File: src/rtl/mix_sar_agc_top.sv
// Mixed-signal front-end: comparator decode, SAR conversion FSM, signed output and peak-detect AGC.
// Optional comparator-pair checking is enabled with `define MIX_CMP_CHECK_EN.
`timescale 1ns/1ps

module mix_sar_agc_top #(
    parameter int unsigned ADC_W         = 8,
    parameter int unsigned SAMPLE_CYCLES = 2,
    parameter int unsigned GAIN_MAX      = 6,
    parameter int unsigned AGC_WIN       = 16,
    parameter int unsigned AGC_HI        = 96,
    parameter int unsigned AGC_LO        = 32,
    localparam int unsigned GAIN_W       = $clog2(GAIN_MAX + 1)
) (
    input  logic                clk,
    input  logic                rst_n,
    input  logic                start,
    input  logic                cmp_out_p,
    input  logic                cmp_out_n,
    input  logic                agc_en,
    input  logic [GAIN_W-1:0]   gain_manual,
    output logic                v_in_ctrl,
    output logic [ADC_W-1:0]    vref_ctrl,
    output logic [ADC_W-1:0]    adc_out_signed,
    output logic                adc_valid,
    output logic                busy,
    output logic [GAIN_MAX-1:0] vga_control_out,
    output logic [GAIN_W-1:0]   gain_code,
    output logic [7:0]          cmp_err_cnt
);

    localparam int unsigned IDX_W  = (ADC_W > 1) ? $clog2(ADC_W) : 1;
    localparam int unsigned SCNT_W = $clog2(SAMPLE_CYCLES + 1);
    localparam int unsigned WIN_W  = $clog2(AGC_WIN + 1);
    localparam int unsigned MAG_W  = ADC_W + 1;

    typedef enum logic [1:0] {IDLE, SAMPLE, CONVERT, DONE} state_t;

    state_t            state;
    logic [SCNT_W-1:0] scnt;
    logic [IDX_W-1:0]  bit_idx;
    logic [ADC_W-1:0]  trial_next;
    logic              cmp;

    // An invalid pair (p==n) resolves to 0.
    assign cmp = cmp_out_p & ~cmp_out_n;

    // Next DAC code: resolve the current bit, then raise the next trial bit.
    always_comb begin
        trial_next = vref_ctrl;
        if (!cmp) trial_next[bit_idx] = 1'b0;
        if (bit_idx != '0) trial_next[bit_idx - 1'b1] = 1'b1;
    end

    // Conversion sequencer with registered outputs.
    always_ff @(posedge clk) begin
        if (!rst_n) begin
            state          <= IDLE;
            scnt           <= '0;
            bit_idx        <= '0;
            v_in_ctrl      <= 1'b0;
            vref_ctrl      <= '0;
            adc_out_signed <= '0;
            adc_valid      <= 1'b0;
            busy           <= 1'b0;
        end else begin
            adc_valid <= 1'b0;
            case (state)
                IDLE: begin
                    if (start) begin
                        state     <= SAMPLE;
                        scnt      <= SCNT_W'(SAMPLE_CYCLES - 1);
                        v_in_ctrl <= 1'b1;
                        busy      <= 1'b1;
                    end
                end
                SAMPLE: begin
                    if (scnt == '0) begin
                        state     <= CONVERT;
                        v_in_ctrl <= 1'b0;
                        bit_idx   <= IDX_W'(ADC_W - 1);
                        vref_ctrl <= {1'b1, {(ADC_W-1){1'b0}}};
                    end else begin
                        scnt <= scnt - 1'b1;
                    end
                end
                CONVERT: begin
                    vref_ctrl <= trial_next;
                    if (bit_idx == '0) state <= DONE;
                    else bit_idx <= bit_idx - 1'b1;
                end
                DONE: begin
                    adc_out_signed <= {~vref_ctrl[ADC_W-1], vref_ctrl[ADC_W-2:0]};
                    adc_valid      <= 1'b1;
                    vref_ctrl      <= '0;
                    if (start) begin
                        state     <= SAMPLE;
                        scnt      <= SCNT_W'(SAMPLE_CYCLES - 1);
                        v_in_ctrl <= 1'b1;
                    end else begin
                        state <= IDLE;
                        busy  <= 1'b0;
                    end
                end
                default: state <= IDLE;
            endcase
        end
    end

    function automatic logic [GAIN_MAX-1:0] therm(input logic [GAIN_W-1:0] g);
        logic [GAIN_MAX-1:0] t;
        for (int k = 0; k < int'(GAIN_MAX); k++) t[k] = (g > GAIN_W'(k));
        return t;
    endfunction

    logic [MAG_W-1:0]  ext, mag, peak, pk_now, peak_next;
    logic [WIN_W-1:0]  win_cnt, win_next;
    logic [GAIN_W-1:0] gain_next, gain_man_sat;

    // Magnitude at one extra bit so the most-negative code maps to 2^(ADC_W-1).
    assign ext          = {adc_out_signed[ADC_W-1], adc_out_signed};
    assign mag          = ext[ADC_W] ? (MAG_W'(0) - ext) : ext;
    assign pk_now       = (mag > peak) ? mag : peak;
    assign gain_man_sat = (gain_manual > GAIN_W'(GAIN_MAX)) ? GAIN_W'(GAIN_MAX) : gain_manual;

    always_comb begin
        gain_next = gain_code;
        peak_next = peak;
        win_next  = win_cnt;
        if (!agc_en) begin
            gain_next = gain_man_sat;
            peak_next = '0;
            win_next  = '0;
        end else if (adc_valid) begin
            if (win_cnt == WIN_W'(AGC_WIN - 1)) begin
                peak_next = '0;
                win_next  = '0;
                if (pk_now >= MAG_W'(AGC_HI) && gain_code != '0)
                    gain_next = gain_code - 1'b1;
                else if (pk_now < MAG_W'(AGC_LO) && gain_code < GAIN_W'(GAIN_MAX))
                    gain_next = gain_code + 1'b1;
            end else begin
                peak_next = pk_now;
                win_next  = win_cnt + 1'b1;
            end
        end
    end

    always_ff @(posedge clk) begin
        if (!rst_n) begin
            gain_code       <= GAIN_W'(GAIN_MAX / 2);
            vga_control_out <= therm(GAIN_W'(GAIN_MAX / 2));
            peak            <= '0;
            win_cnt         <= '0;
        end else begin
            gain_code       <= gain_next;
            vga_control_out <= therm(gain_next);
            peak            <= peak_next;
            win_cnt         <= win_next;
        end
    end

`ifdef MIX_CMP_CHECK_EN
    logic [7:0] err_cnt;

    // Saturating count of undecidable comparator pairs during bit trials.
    always_ff @(posedge clk) begin
        if (!rst_n) err_cnt <= '0;
        else if (state == CONVERT && (cmp_out_p == cmp_out_n) && err_cnt != 8'hFF)
            err_cnt <= err_cnt + 1'b1;
    end

    assign cmp_err_cnt = err_cnt;
`else
    assign cmp_err_cnt = 8'd0;
`endif

endmodule
File: config.mk
export PLATFORM = sky130hd
export DESIGN_NAME = mix_sar_agc_top
export DESIGN_NICKNAME = d
export VERILOG_FILES = /design/src/rtl/mix_sar_agc_top.sv
export SDC_FILE = /design/constraint.sdc
export NUM_CORES = 1
export LEC_CHECK = 0
export BUFFER_PORTS_ARGS = -buffer_cell sky130_fd_sc_hd__buf_2
export CAP_MARGIN = 20
export CORE_MARGIN = 1
export CORE_UTILIZATION = 56
export DETAILED_ROUTE_END_ITERATION = 6
export HOLD_SLACK_MARGIN = 0.02
export MAX_ROUTING_LAYER = met4
export PLACE_DENSITY = 0.79
export SYNTH_ARGS = -nofsm -noshare
export SYNTH_HDL_FRONTEND = slang
export SYNTH_SLANG_ARGS = --single-unit
File: constraint.sdc
create_clock -name clk -period 4.11 [get_ports clk]
set_input_delay 0.411 -clock clk [delete_from_list [all_inputs] [get_ports clk]]
set_output_delay 0.411 -clock clk [all_outputs]
set_load 0.02 [all_outputs]
==> out/results.env, run 1 <==
STATUS='complete, no violations'
HTREEDEPTH=2
WORSTPATHARRIVAL_NS=3.63
DIE-AREA_SQ_MM=0.00522
SYN_AVG_CELL_AREA_SQ_UM=8.38
NETLIST_AREA_SQ_MM=0.00277
POST_DP_HPWL_MM=4.22
FINALNETCOUNT=393
YOSYS_WARNINGS=0
PLACED_CELLS_INCL_TAPS=423
GRT_USAGE_PCT=23.6
FF2FF_SETUP_SLACK_NS=0.66
FINAL_STANDARD_CELL_COUNT_WITH_TAPS_INCLUDED_AND_FILLERS_EXCLUDED=431
HOLD_BUFFERS=0
SYNTH.FF_LATCH_COUNT=48
ROUTEDLENGTHMET1_MM=2.46
TIMING.CRITICAL_PATH.MODE_CELL='sky130_fd_sc_hd__ha_1'
CTS_MAX_PATH_BUFFERS=2
LARGEST_NET_DEGREE_AT_THE_START_OF_GLOBAL_ROUTING=27
P_SW_uW=588
FINAL-MAX-SLEW-VIOLATION-COUNT=0
TIGHTESTPINTRANSITION_NS=0.713
REPORT.FINAL.HOLD_VIOL_COUNT=0
GRT_ANTENNA_BEFORE_REPAIR=0
DIE_H_UM=72.3
WORST_HOLD_PATH_TYPE='in2reg'
SLOWEST_STAGE_CELL_CP='sky130_fd_sc_hd__dfxtp_1'
DR_WL_MET2_MM=2.84
GRT_FIRST_PASS_WIRELENGTH_MM=9.48
DETAILED_ROUTING_ITERATIONS_PASS_1=4
CORE_REGION_AREA_SQ_MM=0.00472
SETUP_TNS_NS=0
FLOORPLAN.INITIALDENSITY_PCT=58.5
CLOCK_POWER_SHARE_PCT=22.3
GRT-OVFL-TOTAL=0
MOSTFREQUENTLAYOUTCELLS='48 x sky130_fd_sc_hd__nor2_1, 48 x sky130_fd_sc_hd__dfxtp_1, 36 x sky130_fd_sc_hd__buf_2'
CRITPATHMAXFANOUT=6
FIRST_ITER_VIOLATIONS=123
AREAGROWTHSYNTHTOFINISH_PCT=10.9
SYNTH_TOP_FLOP_CELL='sky130_fd_sc_hd__dfxtp_1'
FIRST_GLOBAL_VIAS=2223
MET3ROUTEDLENGTH_UM=234
ANT_NETS=0
FLOORPLAN.DIE.WIDTH_UM=72.3
POSTCTSSETUPBUFFERS=0
CLOCK_SINK_COUNT=48
SEQUENTIALPOWERSHARE_PCT=38.1
MAX_SLEW_MARGIN_PCT=52.2
CP.REQUIRED_NS=4.29
CLOCK_LATENCY_REPORTED_FOR_THE_LATE_SIDE_OF_THE_WORST_SKEW_PAIR_NS=0.30
ANTENNA-DIODE-COUNT=0
CTS-BUFFERS-INSERTED=5
ROUTE.DETAILED.DRC=0
PERIOD_SHARE_PCT=84.0
LAYOUT_CELLS_SIZED_ABOVE_1_PCT=17.3
SYNTH-EDFF-COUNT=0
POWER.SWITCHING_FRACTION_PCT=39.0
YOSYSTOPAREACELLSHARE_PCT=34.8
TIMING_WORST_SETUP_PATH_TYPE='reg2reg'
IOS=45
YS_TOP_CELLS_BY_AREA='sky130_fd_sc_hd__dfxtp_1 35%, sky130_fd_sc_hd__ha_1 9.5%, sky130_fd_sc_hd__nor2_1 6.5%, sky130_fd_sc_hd__nand2_1 4.2%, sky130_fd_sc_hd__inv_1 3.4%'
CLK_ROOT_BUFFER_CELL='sky130_fd_sc_hd__clkbuf_8'
IRDROPWORSTVDD_mV=0.517
P_LEAK_uW=0.00127
RSZ0062_AT_GRT='false'
POSTROUTEWIRELENGTH_MM=5.60
NETLIST_INSTANCES=330
WORSTSETUPSTARTPOINTTYPE='flip-flop'
COMB_POWER_SHARE_PCT=39.6
FINALWORSTPATHREQUIREDPERIOD_NS=3.45
CLKTRANSATPATHREGS_NS=0.09
FP-ROW-COUNT=25
PLACE.GP.CONGESTION=0.919
SYNTH_SEQ_AREA_SHARE_PCT=34.8
DETAIL_ROUTE.WL_PER_CELL_UM=13.0
NUMPORTBUFFERS=36
MAX_CAP_VIOL_COUNT=0
VIA_COUNT=2401
TOPROUTINGLAYERUSED='met4'
WORSTSETUPENDPOINTTYPE='flip-flop'
CRITICAL_PATH.CELL_CHAIN='inv_1 -> ha_1 -> a21boi_2 -> xor2_2 -> ha_1 -> nand4_1 -> o221ai_1 -> o21ai_2 -> mux2_2 -> a21oi_2 -> nor3b_1 -> nor3_1 -> o21ai_1'
RESIZED_AFTER_CTS=0
SYNTH-ASYNC-RESET-RATIO_PCT=0
CLOCK_TREE_FROM_TRITONCTS='yes'
SYNTH.LARGEST_AREA_CELL='sky130_fd_sc_hd__dfxtp_1'
SETUP_VIOL_COUNT_FINAL=0
NETLIST-CELL-TYPE-COUNT=56
ACHIEVABLE-FREQUENCY_GHz=0.290
AVGVIACOUNTPERCELL=5.57
INTERNAL-POWER_uW=922
MAXIMUM_CELL_STAGE_DELAY_ALONG_THE_CRITICAL_PATH_NS=0.42
LAYOUT_SKEW_NS=0.0129
POWER_DENSITY_mW_PER_MM2=493
-- layout make-up --
cell class,count,area [sq um]
flip-flops and latches,48,961
clock buffers,5,68.8
repair buffers,37,188
inverters,26,97.6
well taps,67,83.8
clock inverters,3,42.5
fillers,415,1660
multi-input cells,245,1620
-- synthesized netlist by cell type (all sizes together), types with 9 or more instances --
master / count
a211oi: 9
a21oi: 14
a22oi: 11
buf: 11
dfxtp: 48
ha: 21
inv: 25
mux2i: 9
nand2: 31
nor2: 48
o21ai: 21
-- cell families (layout without fill, tap and decap cells) --
group | after synthesis | count (layout) | synth area share [%]
fa+ha+maj | 21 | 21 | 9.50
mux | 11 | 11 | 4.21
xor+xnor | 9 | 9 | 3.39
compound gates | 77 | 77 | 20.2
simple gates | 118 | 118 | 20.2
flops | 48 | 48 | 34.8
buf+inv | 45 | 71 | 7.60
other cells | 1 | 9 | 0.136
-- state kept, by name, summed over array words and instances, names as in the netlist, 2 cells and up --
register and flops:
adc_out_signed 8, bit_idx 3, gain_code 2, peak 9, scnt 2, state 2
vga_control_out 6, vref_ctrl 8, win_cnt 5
-- through the flow --
stage	power (uW)	hold WS [ns]	util [%]	setup WS, ns	area (sq um)
6_report	1510	0.347	64.9	0.659	3070
5_1_grt	1630	0.343	64.9	0.395	3070
4_1_cts	1520	0.331	64.9	0.681	3070
3_5_place_dp	1180	0.466	62.5	0.685	2950
3_3_place_gp	1160	0.459	62.5	0.815	2950
2_1_floorplan	1060	0.446	-	0.803	2800
-- power by group through the flow --
stage	registers [uW]	clock network, uW	logic [uW]
after global placement	583	0	576
after CTS	574	351	599
final	575	337	598
after detailed placement	584	0	595
after global routing	583	368	680
after floorplan	588	0	469
-- worst max-delay path: cells and delay by family (launching register included) --
family                   cells  cell delay (ns)
buffers and inverters        1             0.09
multiplexers                 1             0.42
flip-flops                   1             0.42
XOR/XNOR                     1             0.22
adder cells (fa/ha/maj)      2             0.52
AO/OA/AOI/OAI                5             1.06
AND/OR/NAND/NOR              3             0.62
-- per-layer routing --
| layer | track usage [%] | up-vias |
|---|---|---|
| met2 | 40.1 | 55 |
| li1 | - | 1199 |
| met1 | 28.0 | 1141 |
| met4 | 8.06 | 0 |
| met5 | - | - |
| met3 | 4.31 | 6 |
-- worst paths after layout --
kind,from,endpoint,cells after the start
setup / recovery,adc_out_signed[0],vga_control_out[2],13
hold / removal,rst_n,gain_code[0],2
setup reg to reg,adc_out_signed[0],vga_control_out[2],13
hold reg to reg,scnt[1],scnt[1],2
(Power assumes the default switching activity.)
==> run 2, diff against run 1 <==
- CORE_UTILIZATION: 56 -> 51
- PLACE_DENSITY: 0.79 -> 0.76
- clock period: 4.11 -> 2.9 ns (I/O delays scaled with it)
==> out/results.env, run 2 (synthesis results as in run 1) <==
STATUS='finished with violations'  # was complete, no violations
FAILING_CHECKS='setup timing'
COMB_POWER_SHARE_PCT=41.5  # was 39.6%
P_LEAK_uW=0.00144  # was 0.00127 uW
WORSTSETUPENDPOINTTYPE='flip-flop'  # unchanged
CLOCK_LATENCY_REPORTED_FOR_THE_LATE_SIDE_OF_THE_WORST_SKEW_PAIR_NS=0.31  # was 0.30 ns
AVGVIACOUNTPERCELL=5.36  # was 5.57
CLKTRANSATPATHREGS_NS=0.10  # was 0.09 ns
ANTENNA-DIODE-COUNT=0  # unchanged
TIMING.REG2REG.WORST_PATH_DEPTH=13  # unchanged
LARGEST_REGISTER_FF_COUNT=9  # unchanged
FINAL-MAX-SLEW-VIOLATION-COUNT=0  # unchanged
LAYOUT_TOP_REGISTERS='peak (9), adc_out_signed (8), vref_ctrl (8)'  # unchanged
POST-ROUTE-WORST-SETUP-SLACK_NS=-0.275  # was 0.659 ns
SLOWEST_STAGE_CELL_CP='sky130_fd_sc_hd__dfxtp_4'  # was sky130_fd_sc_hd__dfxtp_1
PERIOD_SHARE_PCT=109  # was 84.0%
IRDROPWORSTVDD_mV=0.621  # was 0.517 mV
TIGHTESTPINTRANSITION_NS=0.746  # was 0.713 ns
GRT_FIRST_PASS_WIRELENGTH_MM=9.74  # was 9.48 mm
INTERNAL-POWER_uW=1280  # was 922 uW
CRITPATHLAUNCH='adc_out_signed[5]'  # was adc_out_signed[0]
MAXIMUM_CELL_STAGE_DELAY_ALONG_THE_CRITICAL_PATH_NS=0.36  # was 0.42 ns
FLOORPLAN.INITIALDENSITY_PCT=53.5  # was 58.5%
POWER.SWITCHING_FRACTION_PCT=40.3  # was 39.0%
CLOCK_SINK_COUNT=48  # unchanged
ANT_NETS=0  # unchanged
DIE-AREA_SQ_MM=0.00572  # was 0.00522 sq mm
FINALWORSTPATHREQUIREDPERIOD_NS=3.17  # was 3.45 ns
FIRST_ITER_VIOLATIONS=115  # was 123
MAX_CAP_VIOL_COUNT=0  # unchanged
MOSTFREQUENTLAYOUTCELL='sky130_fd_sc_hd__nor2_1'
POWER_DENSITY_mW_PER_MM2=632  # was 493 mW/mm^2
WORST_HOLD_PATH_TYPE='in2reg'  # unchanged
IOS=45  # unchanged
WORSTSETUPSTARTPOINTTYPE='flip-flop'  # unchanged
P_SW_uW=863  # was 588 uW
REGISTERS.TOP_BY_FF_COUNT='peak'  # unchanged
WORSTSETUPENDPOINT='vga_control_out[0]'  # was vga_control_out[2]
CRITICAL_PATH_CELL_COUNT=13  # unchanged
SEQUENTIALPOWERSHARE_PCT=37.8  # was 38.1%
AREAGROWTHSYNTHTOFINISH_PCT=22.4  # was 10.9%
FINALHOLDWORSTSLACK_NS=0.217  # was 0.347 ns
HTREEDEPTH=2  # unchanged
VIA_COUNT=2464  # was 2401
GRT-OVFL-TOTAL=0  # unchanged
CTS-BUFFERS-INSERTED=5  # unchanged
FLOORPLAN.DIE.WIDTH_UM=75.6  # was 72.3 um
TIMING_WORST_SETUP_PATH_TYPE='reg2reg'  # unchanged
R2R-END='vga_control_out[0]'  # was vga_control_out[2]
RSZ0062_AT_GRT='true'  # was false
MOSTFREQUENTLAYOUTCELLS='48 x sky130_fd_sc_hd__nor2_1, 42 x sky130_fd_sc_hd__dfxtp_1, 36 x sky130_fd_sc_hd__buf_2'  # was 48 x sky130_fd_sc_hd__nor2_1, 48 x sky130_fd_sc_hd__dfxtp_1, 36 x sky130_fd_sc_hd__buf_2
CLOCK_TREE_FROM_TRITONCTS='yes'  # unchanged
FIRST_GLOBAL_VIAS=2198  # was 2223
ACHIEVABLE-FREQUENCY_GHz=0.315  # was 0.290 GHz
WORSTPATHARRIVAL_NS=3.37  # was 3.63 ns
FINAL_STANDARD_CELL_COUNT_WITH_TAPS_INCLUDED_AND_FILLERS_EXCLUDED=460  # was 431
CRITPATHMAXFANOUT=6  # unchanged
POSTROUTEWIRELENGTH_MM=5.96  # was 5.60 mm
REG2REG_FROM='adc_out_signed[5]'  # was adc_out_signed[0]
LAYOUT_CELLS_SIZED_ABOVE_1_PCT=27.4  # was 17.3%
CRITICAL_PATH.CELL_CHAIN='nor4_4 -> a21boi_2 -> xor2_2 -> ha_4 -> nand4_1 -> buf_6 -> a211oi_4 -> o21ai_4 -> mux2_4 -> and2_4 -> a221o_1 -> a21oi_4 -> nand3_1'  # was inv_1 -> ha_1 -> a21boi_2 -> xor2_2 -> ha_1 -> nand4_1 -> o221ai_1 -> o21ai_2 -> mux2_2 -> a21oi_2 -> nor3b_1 -> nor3_1 -> o21ai_1
GRT_ANTENNA_BEFORE_REPAIR=0  # unchanged
CORE_REGION_AREA_SQ_MM=0.00517  # was 0.00472 sq mm
TIMING.CRITICAL_PATH.BUF_INV=1  # unchanged
CLOCK_POWER_SHARE_PCT=20.7  # was 22.3%
MAX_SLEW_MARGIN_PCT=50.0  # was 52.2%
SETUP_VIOL_COUNT_FINAL=8  # was 0
PLACED_CELLS_INCL_TAPS=448  # was 423
CTS_MAX_PATH_BUFFERS=2  # unchanged
ROUTE.DETAILED.DRC=0  # unchanged
POWER_uW=2140  # was 1510 uW
NUMPORTBUFFERS=36  # unchanged
DIE_H_UM=75.6  # was 72.3 um
FP-ROW-COUNT=26  # was 25
GRT_USAGE_PCT=22.9  # was 23.6%
LARGEST_NET_DEGREE_AT_THE_START_OF_GLOBAL_ROUTING=27  # unchanged
CATEGORY_OF_CELLS_ACCOUNTING_FOR_THE_LARGEST_SHARE_OF_CRITICAL_PATH_DELAY='compound AO/OA/AOI/OAI gates'  # unchanged
FF2FF_SETUP_SLACK_NS=-0.27  # was 0.66 ns
DETAIL_ROUTE.WL_PER_CELL_UM=13.0  # about the same
DETAILED_ROUTING_ITERATIONS_PASS_1=4  # unchanged
POST_DP_HPWL_MM=4.29  # was 4.22 mm
CP.REQUIRED_NS=3.10  # was 4.29 ns
REPORT.FINAL.HOLD_VIOL_COUNT=0  # unchanged
LAYOUT_SKEW_NS=0.00717  # was 0.0129 ns
FINALNETCOUNT=419  # was 393
CLK_ROOT_BUFFER_CELL='sky130_fd_sc_hd__clkbuf_8'  # unchanged
PLACE.GP.CONGESTION=0.842  # was 0.919
## run 2: repair_timing
item | 4_1_cts | 5_1_grt
pin swaps | 7 | 10
buffers inserted | 3 | 1
resized for setup | 8 | 8
hold buffers | 0 | 0
endpoints found under the setup margin | 8 | 16
## run 2: power groups by stage
| stage | combinational, uW | sequential (uW) | clock, uW |
|---|---|---|---|
| 6_report | 887 | 809 | 443 |
| 5_1_grt | 1010 | 823 | 483 |
| 4_1_cts | 872 | 807 | 453 |
| 3_5_place_dp | 852 | 821 | 0 |
| 3_3_place_gp | 832 | 821 | 0 |
| 2_1_floorplan | 670 | 830 | 0 |
## run 2: worst min-delay path by stage
stage                        from           end  slack [ns]  cells after the start
after global routing        rst_n  gain_code[1]        0.22                      2
after detailed placement  peak[8]       peak[8]        0.47                      2
after global placement    scnt[1]       scnt[1]        0.45                      2
final                       rst_n  gain_code[0]        0.22                      2
after floorplan             rst_n  gain_code[0]        0.35                      1
after CTS                   rst_n  gain_code[0]        0.22                      2
## run 2: per-stage QoR
step                      worst slack, ns  setup TNS [ns]  utilization [%]  cell area [sq um]
after global routing               -0.451           -3.24             65.5               3390
final                              -0.275           -1.93             65.5               3390
after floorplan                    -0.189           -1.03                -               2850
after detailed placement           -0.272           -1.79             61.4               3180
after CTS                          -0.218           -1.46             64.5               3330
after global placement             -0.189           -1.25             61.4               3180
## run 2: area by class of cell
cell class,instances,area [sq um]
flip-flops and latches,48,976
multi-input cells,245,1740
repair buffers,63,387
clock buffers,6,82.6
clock inverters,2,17.5
inverters,26,97.6
well taps,70,87.6
fillers,431,1790
## run 2: per-layer routing
| layer | part of all wire [%] | vias to the layer above | global-route usage, % | wire length [um] |
|---|---|---|---|---|
| met3 | 2.3 | 7 | 4.37 | 139 |
| met1 | 46 | 1164 | 27.9 | 2750 |
| met4 | 1.2 | 0 | 6.79 | 70 |
| met5 | 0 | - | - | 0 |
| li1 | - | 1261 | - | - |
| met2 | 50 | 32 | 38.7 | 3000 |
==> run 3, diff against run 2 <==
- CAP_MARGIN: 20 -> default
- CORE_ASPECT_RATIO: default -> 1.1
==> out/results.env, run 3 (synthesis results as in run 1) <==
PLACE.GP.CONGESTION=0.870  # was 0.842
AREA_USED_BY_MULTI_INPUT_COMBINATIONAL_LOGIC_SQ_MM=0.00176  # was 0.00174 sq mm
GRT_FIRST_PASS_WIRELENGTH_MM=10.5  # was 9.74 mm
MET1_USAGE_PCT=27.0  # was 27.9%
CLOCK_TREE_FROM_TRITONCTS='yes'  # unchanged
FINAL_DESIGN_AREA_NO_FILL_SQ_MM=0.00342  # was 0.00339 sq mm
POST-ROUTE-WORST-SETUP-SLACK_NS=-0.306  # was -0.275 ns
IRDROPWORSTVDD_mV=0.552  # was 0.621 mV
FIRST_GLOBAL_VIAS=2351  # was 2198
NUMPORTBUFFERS=36  # unchanged
MOSTFREQUENTLAYOUTCELLS='48 x sky130_fd_sc_hd__nor2_1, 42 x sky130_fd_sc_hd__dfxtp_1, 36 x sky130_fd_sc_hd__buf_2'  # unchanged
DETAIL_ROUTE.WL_PER_CELL_UM=13.7  # was 13.0 um
GRT-OVFL-TOTAL=0  # unchanged
STATUS='finished with violations'  # unchanged
VIA_COUNT=2520  # was 2464
POWER_DENSITY_mW_PER_MM2=620  # was 632 mW/mm^2
WORST_HOLD_PATH_TYPE='in2reg'  # unchanged
TIGHTESTPINTRANSITION_NS=0.600  # was 0.746 ns
REPORT.FINAL.HOLD_VIOL_COUNT=0  # unchanged
ANT_NETS=0  # unchanged
ROUTE.DETAILED.DRC=0  # unchanged
LAYOUT_CELLS_SIZED_ABOVE_1_PCT=28.6  # was 27.4%
CORE_REGION_AREA_SQ_MM=0.00510  # was 0.00517 sq mm
GR-USAGE-MET3_PCT=3.17  # was 4.37%
REGISTERS.TOP_BY_FF_COUNT='peak'  # unchanged
CLK_ROOT_BUFFER_CELL='sky130_fd_sc_hd__clkbuf_8'  # unchanged
FIRST_ITER_VIOLATIONS=118  # was 115
REGAREA_SQ_UM=978  # was 976 sq um
FLOORPLAN.DIE.WIDTH_UM=72.2  # was 75.6 um
MAX_CAP_VIOL_COUNT=0  # unchanged
MOSTFREQUENTLAYOUTCELL='sky130_fd_sc_hd__nor2_1'  # unchanged
DIE-AREA_SQ_MM=0.00572  # about the same
LAYOUT_TOP_REGISTERS='peak (9), adc_out_signed (8), vref_ctrl (8)'  # unchanged
CLOCK_SINK_COUNT=48  # unchanged
PERIOD_SHARE_PCT=111  # was 109%
FLOORPLAN.INITIALDENSITY_PCT=54.2  # was 53.5%
CRITPATHMAXFANOUT=5  # was 6
ANTENNA-DIODE-COUNT=0  # unchanged
DETAILED_ROUTING_ITERATIONS_PASS_1=4  # unchanged
WORSTSETUPENDPOINTTYPE='flip-flop'  # unchanged
HTREEDEPTH=2  # unchanged
CTS-BUFFERS-INSERTED=5  # unchanged
WORSTSETUPSTARTPOINTTYPE='flip-flop'  # unchanged
TIMING.HOLD.WORST.START='rst_n'  # unchanged
FINAL-MAX-SLEW-VIOLATION-COUNT=0  # unchanged
TIMING_WORST_SETUP_PATH_TYPE='reg2reg'  # unchanged
CP.REQUIRED_NS=3.08  # was 3.10 ns
SLOWEST_STAGE_CELL_CP='sky130_fd_sc_hd__or3_4'  # was sky130_fd_sc_hd__dfxtp_4
IOS=45  # unchanged
GRT_BUSIEST_LAYER='met2'  # unchanged
CRITPATHLAUNCH='adc_out_signed[2]'  # was adc_out_signed[5]
PRE_CTS_WS_NS=-0.316  # was -0.272 ns
FAILING_CHECKS='setup timing'  # unchanged
GRT_USAGE_PCT=23.5  # was 22.9%
MAX_SLEW_MARGIN_PCT=60.0  # was 50.0%
CRITICAL_PATH.CELL_CHAIN='nor4_4 -> a21boi_2 -> xor2_2 -> ha_4 -> nand4_1 -> or3_4 -> o21ai_4 -> mux2_2 -> a21oi_4 -> nor3b_2 -> nor3_2 -> a21oi_1'  # was nor4_4 -> a21boi_2 -> xor2_2 -> ha_4 -> nand4_1 -> buf_6 -> a211oi_4 -> o21ai_4 -> mux2_4 -> and2_4 -> a221o_1 -> a21oi_4 -> nand3_1
P_LEAK_uW=0.00146  # was 0.00144 uW
CTS_MAX_PATH_BUFFERS=2  # unchanged
HOLD_BUFFERS=0  # unchanged
POST_DP_HPWL_MM=4.64  # was 4.29 mm
MAXIMUM_CELL_STAGE_DELAY_ALONG_THE_CRITICAL_PATH_NS=0.43  # was 0.36 ns
WORSTPATHARRIVAL_NS=3.39  # was 3.37 ns
ACHIEVABLE-FREQUENCY_GHz=0.312  # was 0.315 GHz
GLOBAL_ROUTE.USAGE.MET2_PCT=41.9  # was 38.7%
CLKTRANSATPATHREGS_NS=0.09  # was 0.10 ns
AREAGROWTHSYNTHTOFINISH_PCT=23.8  # was 22.4%
LAYOUT_SKEW_NS=0.00961  # was 0.00717 ns
CLOCK_LATENCY_REPORTED_FOR_THE_LATE_SIDE_OF_THE_WORST_SKEW_PAIR_NS=0.30  # was 0.31 ns
NUMBER_OF_FILLER_INSTANCES_IN_THE_FINAL_LAYOUT=407  # was 431
REG2REG_FROM='adc_out_signed[2]'  # was adc_out_signed[5]
FP-ROW-COUNT=27  # was 26
POSTROUTEWIRELENGTH_MM=6.35  # was 5.96 mm
LARGEST_REGISTER_FF_COUNT=9  # unchanged
SETUP_VIOL_COUNT_FINAL=8  # unchanged
FINALNETCOUNT=421  # was 419
FINALWORSTPATHREQUIREDPERIOD_NS=3.21  # was 3.17 ns
LARGEST_NET_DEGREE_AT_THE_START_OF_GLOBAL_ROUTING=20  # was 27
AVGVIACOUNTPERCELL=5.43  # was 5.36
DIE_H_UM=79.2  # was 75.6 um
GRT_ANTENNA_BEFORE_REPAIR=0  # unchanged
PLACEDINSTANCEAREA_SQ_MM=0.00317  # was 0.00318 sq mm
RSZ0062_AT_GRT='true'  # unchanged
[run 3: cell count changes in the layout (fill, tap and decap cells not counted), sizes merged]
cell	change
clkinv	+1
inv	-1
clkbuf	-1
clkinvlp	+1
buf	+2
[run 3: critical path: cells and delay by family, from the launching register on]
kind,cells,cell delay [ns]
AOI/OAI and AO/OA,4,0.59
xor gates and xnor gates,1,0.17
adders and majority gates,1,0.28
DFF,1,0.38
muxes,1,0.43
and+or+nand+nor,5,1.23
[run 3: layer usage]
metal,vias up,wire (um),part of all wire [%]
met2,43,3420,54
met1,1208,2660,42
met3,11,164,2.6
li1,1258,-,-
met5,-,0,0
met4,0,112,1.8
[run 3: per-stage QoR]
stage	utilization [%]	instances	hold WS, ns	power [uW]	TNS [ns]
6_report	67.1	464	0.240	2120	-2.13
5_1_grt	67.1	464	0.232	2280	-3.52
4_1_cts	65.6	462	0.231	2100	-1.83
3_5_place_dp	62.2	449	0.466	1670	-2.04
3_3_place_gp	62.2	449	0.456	1650	-1.08
2_1_floorplan	-	338	0.352	1500	-1.03
[run 3: power by group]
part	switching, uW	internal, uW	leakage [uW]
logic	555	354	0.00102
registers	77.0	731	0.000395
clock network	233	171	0.0000445
total	865	1260	0.00146
[run 3: worst paths after layout]
check                       endpoint  slack (ns)  cells after the start
setup / recovery  vga_control_out[4]       -0.31                     12
hold / removal          gain_code[0]        0.24                      2
setup reg to reg  vga_control_out[4]       -0.31                     12
hold reg to reg              scnt[1]        0.48                      2
[run 3: layout make-up]
cell class | instances | area share (%)
Sequential cell | 48 | 28.6
Clock inverter | 3 | 0.622
Tap cell | 72 | 2.63
Timing Repair Buffer | 65 | 11.7
Inverter | 26 | 2.85
Clock buffer | 5 | 2.01
Multi-Input combinational cell | 245 | 51.6
[run 3: repair_timing]
action	in CTS	in global routing
gates cloned	0	0
hold endpoints to repair	0	0
endpoints found under the setup margin	8	16
pin swaps	6	12
buffers inserted	5	2
gates resized for setup	8	13
